--- src/rtl/mem_arbiter_if.sv ---
// Bus bundle between two cache controllers, the arbiter, and main memory.
// master = arbiter side (drives memory and the Ready/RData returns); slave = environment side.
interface mem_arbiter_if #(
  parameter int AW = 8,
  parameter int DW = 8
);
  logic          Strobe0;
  logic          RW0;
  logic [AW-1:0] Addr0;
  logic [DW-1:0] WData0;
  logic          Ready0;
  logic [DW-1:0] RData0;

  logic          Strobe1;
  logic          RW1;
  logic [AW-1:0] Addr1;
  logic [DW-1:0] WData1;
  logic          Ready1;
  logic [DW-1:0] RData1;

  logic          MStrobe;
  logic          MRW;
  logic [AW-1:0] MAddr;
  logic [DW-1:0] MWData;
  logic [DW-1:0] MRData;
  logic [1:0]    Grant;
  logic          Busy;

  modport master (
    input  Strobe0, RW0, Addr0, WData0,
    input  Strobe1, RW1, Addr1, WData1,
    input  MRData,
    output Ready0, RData0, Ready1, RData1,
    output MStrobe, MRW, MAddr, MWData, Grant, Busy
  );

  modport slave (
    output Strobe0, RW0, Addr0, WData0,
    output Strobe1, RW1, Addr1, WData1,
    output MRData,
    input  Ready0, RData0, Ready1, RData1,
    input  MStrobe, MRW, MAddr, MWData, Grant, Busy
  );
endinterface

--- src/rtl/mem_arbiter.sv ---
// Two-requester main-memory arbiter with a fixed-latency wait-state counter.
// Define ARB_FIXED_PRI_EN for fixed priority (requester 1 wins ties); default is round-robin.
module mem_arbiter #(
  parameter int AW          = 8,
  parameter int DW          = 8,
  parameter int WAIT_CYCLES = 4
) (
  input  logic          clk,
  input  logic          reset,
  mem_arbiter_if.master bus
);
  localparam int CW = $clog2(WAIT_CYCLES + 1);

  typedef enum logic [1:0] {IDLE, ISSUE, WAIT, DONE} state_t;

  state_t        state_reg, state_next;
  logic [CW-1:0] cnt_reg, cnt_next;
  logic          last_reg, last_next;
  logic          served_reg, served_next;
  logic [1:0]    grant_reg, grant_next;
  logic [AW-1:0] maddr_reg, maddr_next;
  logic [DW-1:0] mwdata_reg, mwdata_next;
  logic          mrw_reg, mrw_next;

  logic [1:0] strobe;
  logic [1:0] eligible;
  logic [1:0] ready;
  logic       win;

  assign strobe = {bus.Strobe1, bus.Strobe0};

  // The requester served last is locked out for the first IDLE cycle after DONE.
  generate
    for (genvar gi = 0; gi < 2; gi++) begin : g_req
      assign eligible[gi] = strobe[gi] && !(served_reg && (last_reg == 1'(gi)));
      assign ready[gi]    = (state_reg == DONE) && grant_reg[gi];
    end
  endgenerate

  always_ff @(posedge clk or posedge reset) begin
    if (reset) begin
      state_reg  <= IDLE;
      cnt_reg    <= '0;
      last_reg   <= 1'b1;
      served_reg <= 1'b0;
      grant_reg  <= '0;
      maddr_reg  <= '0;
      mwdata_reg <= '0;
      mrw_reg    <= 1'b0;
    end else begin
      state_reg  <= state_next;
      cnt_reg    <= cnt_next;
      last_reg   <= last_next;
      served_reg <= served_next;
      grant_reg  <= grant_next;
      maddr_reg  <= maddr_next;
      mwdata_reg <= mwdata_next;
      mrw_reg    <= mrw_next;
    end
  end

  always_comb begin
    state_next  = state_reg;
    cnt_next    = cnt_reg;
    last_next   = last_reg;
    served_next = served_reg;
    grant_next  = grant_reg;
    maddr_next  = maddr_reg;
    mwdata_next = mwdata_reg;
    mrw_next    = mrw_reg;
    win         = 1'b0;

    case (state_reg)
      IDLE: begin
        served_next = 1'b0;
        if (|eligible) begin
          if (eligible == 2'b11) begin
`ifdef ARB_FIXED_PRI_EN
            win = 1'b1;
`else
            win = ~last_reg;
`endif
          end else begin
            win = eligible[1];
          end
          grant_next  = win ? 2'b10 : 2'b01;
          last_next   = win;
          maddr_next  = win ? bus.Addr1  : bus.Addr0;
          mwdata_next = win ? bus.WData1 : bus.WData0;
          mrw_next    = win ? bus.RW1    : bus.RW0;
          state_next  = ISSUE;
        end
      end
      ISSUE: begin
        cnt_next   = CW'(WAIT_CYCLES - 1);
        state_next = WAIT;
      end
      WAIT: begin
        if (cnt_reg == '0) begin
          state_next = DONE;
        end else begin
          cnt_next = cnt_reg - 1'b1;
        end
      end
      DONE: begin
        grant_next  = 2'b00;
        served_next = 1'b1;
        state_next  = IDLE;
      end
      default: state_next = IDLE;
    endcase
  end

  assign bus.MStrobe = (state_reg == ISSUE);
  assign bus.Busy    = (state_reg != IDLE);
  assign bus.Grant   = grant_reg;
  assign bus.MAddr   = maddr_reg;
  assign bus.MWData  = mwdata_reg;
  assign bus.MRW     = mrw_reg;
  assign bus.Ready0  = ready[0];
  assign bus.Ready1  = ready[1];
  assign bus.RData0  = ready[0] ? bus.MRData : '0;
  assign bus.RData1  = ready[1] ? bus.MRData : '0;
endmodule
--- src/flat_wrapper.sv ---
// flat-port wrapper written by rule: the top's interface ports become plain ports
module mem_arbiter_flat 
#(
  parameter int AW          = 8,
  parameter int DW          = 8,
  parameter int WAIT_CYCLES = 4
)
  (clk, reset, bus_Strobe0, bus_RW0, bus_Addr0, bus_WData0, bus_Strobe1, bus_RW1, bus_Addr1, bus_WData1, bus_MRData, bus_Ready0, bus_RData0, bus_Ready1, bus_RData1, bus_MStrobe, bus_MRW, bus_MAddr, bus_MWData, bus_Grant, bus_Busy);
  mem_arbiter_if #(.AW(AW), .DW(DW)) bus_i ();
  input  logic clk;
  input  logic reset;
  input wire logic [$bits(bus_i.Strobe0)-1:0] bus_Strobe0;
  input wire logic [$bits(bus_i.RW0)-1:0] bus_RW0;
  input wire logic [$bits(bus_i.Addr0)-1:0] bus_Addr0;
  input wire logic [$bits(bus_i.WData0)-1:0] bus_WData0;
  input wire logic [$bits(bus_i.Strobe1)-1:0] bus_Strobe1;
  input wire logic [$bits(bus_i.RW1)-1:0] bus_RW1;
  input wire logic [$bits(bus_i.Addr1)-1:0] bus_Addr1;
  input wire logic [$bits(bus_i.WData1)-1:0] bus_WData1;
  input wire logic [$bits(bus_i.MRData)-1:0] bus_MRData;
  output wire logic [$bits(bus_i.Ready0)-1:0] bus_Ready0;
  output wire logic [$bits(bus_i.RData0)-1:0] bus_RData0;
  output wire logic [$bits(bus_i.Ready1)-1:0] bus_Ready1;
  output wire logic [$bits(bus_i.RData1)-1:0] bus_RData1;
  output wire logic [$bits(bus_i.MStrobe)-1:0] bus_MStrobe;
  output wire logic [$bits(bus_i.MRW)-1:0] bus_MRW;
  output wire logic [$bits(bus_i.MAddr)-1:0] bus_MAddr;
  output wire logic [$bits(bus_i.MWData)-1:0] bus_MWData;
  output wire logic [$bits(bus_i.Grant)-1:0] bus_Grant;
  output wire logic [$bits(bus_i.Busy)-1:0] bus_Busy;
  assign bus_i.Strobe0 = bus_Strobe0;
  assign bus_i.RW0 = bus_RW0;
  assign bus_i.Addr0 = bus_Addr0;
  assign bus_i.WData0 = bus_WData0;
  assign bus_i.Strobe1 = bus_Strobe1;
  assign bus_i.RW1 = bus_RW1;
  assign bus_i.Addr1 = bus_Addr1;
  assign bus_i.WData1 = bus_WData1;
  assign bus_i.MRData = bus_MRData;
  assign bus_Ready0 = bus_i.Ready0;
  assign bus_RData0 = bus_i.RData0;
  assign bus_Ready1 = bus_i.Ready1;
  assign bus_RData1 = bus_i.RData1;
  assign bus_MStrobe = bus_i.MStrobe;
  assign bus_MRW = bus_i.MRW;
  assign bus_MAddr = bus_i.MAddr;
  assign bus_MWData = bus_i.MWData;
  assign bus_Grant = bus_i.Grant;
  assign bus_Busy = bus_i.Busy;
  mem_arbiter #(.AW(AW), .DW(DW), .WAIT_CYCLES(WAIT_CYCLES)) u_core (.clk(clk), .reset(reset), .bus(bus_i));
endmodule
--- config.mk ---
export PLATFORM = sky130hd
export DESIGN_NAME = mem_arbiter_flat
export DESIGN_NICKNAME = d
export VERILOG_FILES = /design/src/rtl/mem_arbiter_if.sv /design/src/rtl/mem_arbiter.sv /design/src/flat_wrapper.sv
export SDC_FILE = /design/constraint.sdc
export NUM_CORES = 1
export LEC_CHECK = 0
export ABC_AREA = 1
export BUFFER_PORTS_ARGS = -buffer_cell sky130_fd_sc_hd__buf_4
export CAP_MARGIN = 20
export CORE_ASPECT_RATIO = 2
export CORE_MARGIN = 4
export CORE_UTILIZATION = 40
export CTS_BUF_LIST = sky130_fd_sc_hd__clkbuf_2
export CTS_CLUSTER_DIAMETER = 40
export DETAILED_ROUTE_END_ITERATION = 7
export PLACE_DENSITY = 0.76
export SLEW_MARGIN = 25
export SYNTH_ARGS = -nofsm -noshare
export SYNTH_HDL_FRONTEND = slang
export SYNTH_SLANG_ARGS = --single-unit
--- constraint.sdc ---
create_clock -name clk -period 1.3 [get_ports clk]
set_clock_uncertainty 0.1 [all_clocks]
set_input_delay 0.13 -clock clk [delete_from_list [all_inputs] [get_ports clk]]
set_output_delay 0.13 -clock clk [all_outputs]
set_load 0.05 [all_outputs]
==> impl_metrics.ini, run 1 <==
[run_status]
outcome = finished with violations
violations = negative hold slack, negative setup slack

[sta]
finalHoldViolations = 4
setup_viol = 46
slew_viol_final = 0
fin_crit_ns = 1.79
setup_tns_ns = -17.99
setup_ws_ns = -0.490
rsz0062_at_grt = true
worstMarginPinSlew_ns = 0.343
max_slew_margin_pct = 77.2
fmaxAchievable_mhz = 559
finalCritPeriodShare_pct = 138
worst_hold_slack_ns = -0.0200

[die]
die-width_um = 52.5
die_area_um2 = 5100
die_y_um = 97.1
ios = 85
fp-row-count = 32
initial_core_util_pct = 41.3
core_area_um2 = 3840

[pwr]
p_int_mw = 3.50
swShare_pct = 52.9
sequentialPowerShare_pct = 20.7
vdd_drop_max_uv = 1630
p_per_area_nw_per_um2 = 2240
p_sw_mw = 3.93
power_frac_comb_pct = 74.9
p_clk_share_pct = 4.4
p_leak_nw = 1.71

[worst_setup_path]
cp_max_fo = 3
crit_slowest_cell = dfrtp_1
cp-endpoint = bus_Busy
startpoint_type = register
rr_endpoint = u_core.bus.MAddr[5]
worstSetupPathDepth = 6
cp-startpoint = u_core.state_reg[1]
path_class = register to primary output
max_stage_delay_ns = 0.48
cp.arrival_ns = 1.56
reg2reg_slack_ns = -0.48
end_kind = primary output
path_buf_inv = 5
r2r_start = u_core.state_reg[1]
rr_worst_depth = 10
cp_cell_sequence = buf_6 > inv_6 > ha_4 > clkinvlp_4 > buf_6 > buf_8
crit_family = buffers and inverters
cp_common_cell = buf_6
worstPathRequired_ns = 1.07

[route]
post_drt_wl_per_cell_um = 16.5
num_vias = 2085
ant_nets = 0
wirelength_mm = 6.82
vias_per_cell = 5.05
route.detailed.drc = 0
drt_iter0_markers = 47
first_pass_iters = 4

[logic_synthesis]
synth_cells = 222
avgSynthCellArea_um2 = 7.15
ys_seq_area_share_pct = 41.1
yosysUniqueCellTypes = 21
yosysWarnings = 0
synth_top_area_cell = dfrtp_1
ys_top_cells_by_area = dfrtp_1 39%, nand2_1 25%, nand4_1 7.1%
synthesis.area_um2 = 1590
ys_ff_latch = 26
synth_nets = 275
synth.top_cell.area_share_pct = 39.4

[grt]
antenna_found_initial = 1
grt_pass1_vias = 2152
overflow = 0
grtUsageTotal_pct = 25.4
grt_max_degree = 27
grt_pass1_wl_mm = 9.89

[place]
gp_congestion = 0.807
io_buffers = 84
hpwl_mm = 3.84

[clocking]
cts_tree = done
clk_path_buf_depth = 2
clock_latency_ns = 0.37
cts_made_buffers = 3
cts.root.buffer_cell = clkbuf_2
clkSinkCount = 26
htree_num_levels = 1
path_clk_slew_ns = 0.25

[layout]
nets = 415
drive_above_1_share_pct = 54.0
final_util_pct = 86.5
synthToLayoutAreaGrowth_pct = 110
nFillCells = 212

[job]
maxCapViolCount = 0

[hold_path]
worstHoldPathType = primary input to register
cell usage after synthesis, drive strengths merged:
cell type,instances
nand3,5
o211ai,1
inv,21
ha,7
nand2,112
dfstp,1
a21oi,2
buf,7
or2,1
dfrtp,25
nor2,18
o21ai,3
nand4,18
clkbuf,1
power groups by stage:
stage / registers [mW] / logic (mW) / clock network, mW
6_report: 1.54 / 5.57 / 0.327
5_1_grt: 1.57 / 5.86 / 0.359
3_5_place_dp: 1.48 / 4.00 / 0
3_3_place_gp: 1.47 / 3.94 / 0
2_1_floorplan: 2.38 / 1.83 / 0
4_1_cts: 1.51 / 5.04 / 0.319
worst min-delay path by stage:
stage          cells past startpoint                   end     startpoint
6_report                           5   u_core.bus.MAddr[4]   bus_Addr1[4]
3_5_place_dp                       3     u_core.cnt_reg[0]          reset
4_1_cts                            5   u_core.bus.MAddr[4]   bus_Addr1[4]
2_1_floorplan                      1   u_core.bus.MAddr[0]          reset
3_3_place_gp                       3     u_core.cnt_reg[0]          reset
5_1_grt                            5  u_core.bus.MWData[2]  bus_WData1[2]
metal layers:
| layer | track usage, % | share of wire [%] |
|---|---|---|
| met1 | 23.5 | 31 |
| met5 | 0 | 0 |
| met3 | 3.23 | 5.2 |
| met4 | 12.0 | 4.5 |
| met2 | 49.5 | 59 |
through the flow:
step           setup slack [ns]  power, mW  std cells  cell area (µm²)
6_report                 -0.490       7.43        413             3330
5_1_grt                  -0.549       7.79        413             3330
4_1_cts                  -0.447       6.87        406             3190
3_5_place_dp             -0.148       5.48        368             2550
3_3_place_gp             -0.129       5.40        368             2550
2_1_floorplan            -0.332       4.21        222             1750
worst min-delay path: cells and delay by family:
family,cells,cell delay [ns]
simple gates,4,0.22
buf+inv,1,0.10
layout by cell type, fill, tap and decap left out, drive strengths merged:
| cell type | netlist | routed |
|---|---|---|
| a21oi | 2 | 2 |
| buf | 7 | 117 |
| clkbuf | 1 | 4 |
| clkinvlp | 0 | 2 |
| dfrtp | 25 | 25 |
| dfstp | 1 | 1 |
| diode | 0 | 1 |
| dlygate4sd3 | 0 | 22 |
| ha | 7 | 7 |
| inv | 21 | 19 |
| nand2 | 112 | 116 |
| nand3 | 5 | 5 |
| nand4 | 18 | 18 |
| nor2 | 18 | 18 |
| o211ai | 1 | 1 |
| o21ai | 3 | 3 |
| or2 | 1 | 1 |
cells by family after synthesis:
| family | synth area share, % |
|---|---|
| AOI/OAI and AO/OA | 2.76 |
| adders and majority gates | 5.52 |
| buffers and inverters | 8.44 |
| DFF | 41.1 |
| and+or+nand+nor | 42.2 |
timing repair:
| action | CTS | global route |
|---|---|---|
| resized for setup | 74 | 24 |
| setup endpoints to repair | 45 | 47 |
| endpoints found under the hold margin | 43 | 1 |
| hold buffers | 21 | 1 |
| gates cloned | 5 | 0 |
| pin swaps | 5 | 3 |
| setup buffers | 8 | 6 |
final cells by class:
cell class,instances,area [µm²],share of cell area [%]
Tap cell,51,63.8,1.92
Antenna cell,1,2.50,0.0752
Sequential cell,26,654,19.7
Clock buffer,4,20.0,0.602
Timing Repair Buffer,139,1310,39.3
Inverter,21,98.8,2.97
Multi-Input combinational cell,171,1180,35.5
Note: power is estimated with default switching activity, not from simulation.
==> run 2: changes to the inputs <==
--- a/config.mk
+++ b/config.mk
@@ -10,11 +10,10 @@
 export CAP_MARGIN = 20
 export CORE_ASPECT_RATIO = 2
 export CORE_MARGIN = 4
-export CORE_UTILIZATION = 40
+export CORE_UTILIZATION = 42
 export CTS_BUF_LIST = sky130_fd_sc_hd__clkbuf_2
-export CTS_CLUSTER_DIAMETER = 40
 export DETAILED_ROUTE_END_ITERATION = 7
-export PLACE_DENSITY = 0.76
+export PLACE_DENSITY = 0.79
 export SLEW_MARGIN = 25
 export SYNTH_ARGS = -nofsm -noshare
 export SYNTH_HDL_FRONTEND = slang
==> run 2 against run 1 <==
  * The flow finishes with violations (negative setup slack)
  * Cell area down 3.7%
  * Core utilization up 1.3 points
  * Wire length grew 3.0%
  * Via count barely moved
  * Sequential power about the same
  * Flip-flop and latch count is the same
  * Register-to-register slack improved by 0.11 ns
  * Global-route usage rose by 2.7 points
  * Critical path depth did not move
  * Critical endpoint unchanged
  * Highest routed layer unchanged
==> impl_metrics.ini, run 2 (synthesis results as in run 1) <==
[layout]
nets = 411
antenna_cells = 0
layout_commonest_cell = nand2_1
synthToLayoutAreaGrowth_pct = 102
instances_no_fill = 406
drive_above_1_share_pct = 47.1
nFillCells = 189
final_cell_mix = 97 x nand2_1, 76 x buf_4, 26 x buf_6

[place]
io_buffers = 84
dp.cells = 364
post-place-ws_ns = -0.177
hpwl_mm = 3.73
gp_congestion = 0.812

[hold_path]
hold-path-endpoint = u_core.bus.MRW
worstHoldPathType = primary input to register
worstHoldPathCells = 5
min_from = bus_RW1

[worst_setup_path]
cp_max_fo = 3
r2r_start = u_core.state_reg[1]
rr_endpoint = u_core.bus.MWData[0]
rr_worst_depth = 9
end_kind = primary output
cp.arrival_ns = 1.53
worstPathRequired_ns = 1.07
reg2reg_slack_ns = -0.37
startpoint_type = register
path_class = register to primary output

[sta]
worstMarginPinSlew_ns = 0.344
setup_viol = 46
fin_crit_ns = 1.76
fmaxAchievable_mhz = 567
finalHoldViolations = 0
setup_ws_ns = -0.463
rsz0062_at_grt = true
finalCritPeriodShare_pct = 136
setup_tns_ns = -16.30
max_slew_margin_pct = 77.0
slew_viol_final = 0

[route]
route.detailed.drc = 0
num_vias = 2086
post_drt_wl_per_cell_um = 17.3
vias_per_cell = 5.14
wirelength_mm = 7.03
ant_nets = 0
drt_iter0_markers = 69
first_pass_iters = 4

[die]
ios = 85
die-width_um = 51.5
die_y_um = 94.9
fp-row-count = 31
core_area_um2 = 3650
initial_core_util_pct = 43.5
die_area_um2 = 4880

[grt]
grt_pass1_vias = 2281
antenna_found_initial = 0
grt_pass1_wl_mm = 10.3
grt_max_degree = 27
grtUsageTotal_pct = 28.1
overflow = 0

[run_status]
outcome = finished with violations
violations = negative setup slack

[clocking]
clkSinkCount = 26
cts.root.buffer_cell = clkbuf_2
clk_path_buf_depth = 2
path_clk_slew_ns = 0.26
htree_num_levels = 1
clock_latency_ns = 0.36
cts_tree = done
cts_made_buffers = 3

[pwr]
vdd_drop_max_uv = 1570
p_leak_nw = 1.66
p_per_area_nw_per_um2 = 2240

[job]
maxCapViolCount = 0
## run 2: cell types whose count changed in the layout (fill, tap and decap cells not counted), moves of 3 or more
cell     delta
nand2_1    +15
buf_6       +6
ha_1        +3
buf_4       -6
buf_8       -6
nand2_2    -14
## run 2: worst max-delay path, cell delays in order, from the launching register on
cell	delay (ns)
dfrtp_1	0.48
buf_6	0.15
inv_6	0.06
ha_4	0.15
clkinvlp_4	0.09
buf_6	0.13
buf_8	0.14
## run 2: how the worst max path moves through the flow
| stage | from | slack, ns | endpoint | depth (start not counted) |
|---|---|---|---|---|
| after floorplan | u_core.state_reg[1] | -0.33 | u_core.bus.MAddr[0] | 7 |
| after global placement | u_core.state_reg[0] | -0.12 | u_core.cnt_reg[1] | 8 |
| after detailed placement | u_core.state_reg[1] | -0.18 | u_core.bus.MAddr[2] | 8 |
| after CTS | u_core.state_reg[0] | -0.42 | bus_Busy | 6 |
| after global routing | u_core.state_reg[1] | -0.53 | bus_Busy | 6 |
| final | u_core.state_reg[1] | -0.46 | bus_Busy | 6 |
## run 2: where the power goes
group | leakage [nW] | total (mW) | internal (mW) | switching, mW
Combinational | 1.33 | 5.30 | 2.03 | 3.27
Clock | 0.0166 | 0.325 | 0.0812 | 0.243
Sequential | 0.318 | 1.55 | 1.20 | 0.345
## run 2: routing by layer
| layer | track usage (%) | share of wire [%] | up-vias | routed length [µm] |
|---|---|---|---|---|
| met5 | 0 | 0 | - | 0 |
| met4 | 17.1 | 5.4 | 0 | 377 |
| met1 | 24.1 | 29 | 966 | 2020 |
| met3 | 3.16 | 6.5 | 30 | 454 |
| li1 | - | - | 966 | - |
| met2 | 57.0 | 59 | 124 | 4170 |
## run 2: layout make-up
type                            instances  area (µm²)  area share (%)
Timing Repair Buffer                  135        1260            39.3
Multi-Input combinational cell        171        1110            34.7
Clock buffer                            4        20.0           0.625
Sequential cell                        26         654            20.4
Inverter                               21        96.3            3.01
Tap cell                               49        61.3            1.91
## run 2: stage by stage
stage / power, mW / instance area [µm²] / hold slack [ns] / util [%]
after CTS: 6.60 / 3080 / 0.00359 / 84.4
final: 7.17 / 3200 / 0.00361 / 87.9
after global placement: 5.38 / 2540 / 0.106 / 69.6
after floorplan: 4.21 / 1750 / 0.0691 / -
after detailed placement: 5.47 / 2540 / 0.114 / 69.6
after global routing: 7.53 / 3200 / 0.00294 / 87.9
## run 2: what timing repair did
| item | 4_1_cts | 5_1_grt |
|---|---|---|
| gates cloned | 5 | 0 |
| setup endpoints to repair | 45 | 48 |
| buffers inserted | 6 | 3 |
| endpoints found under the hold margin | 43 | 1 |
| gates resized for setup | 44 | 24 |
| hold buffers | 23 | 1 |
| pin swaps | 4 | 3 |
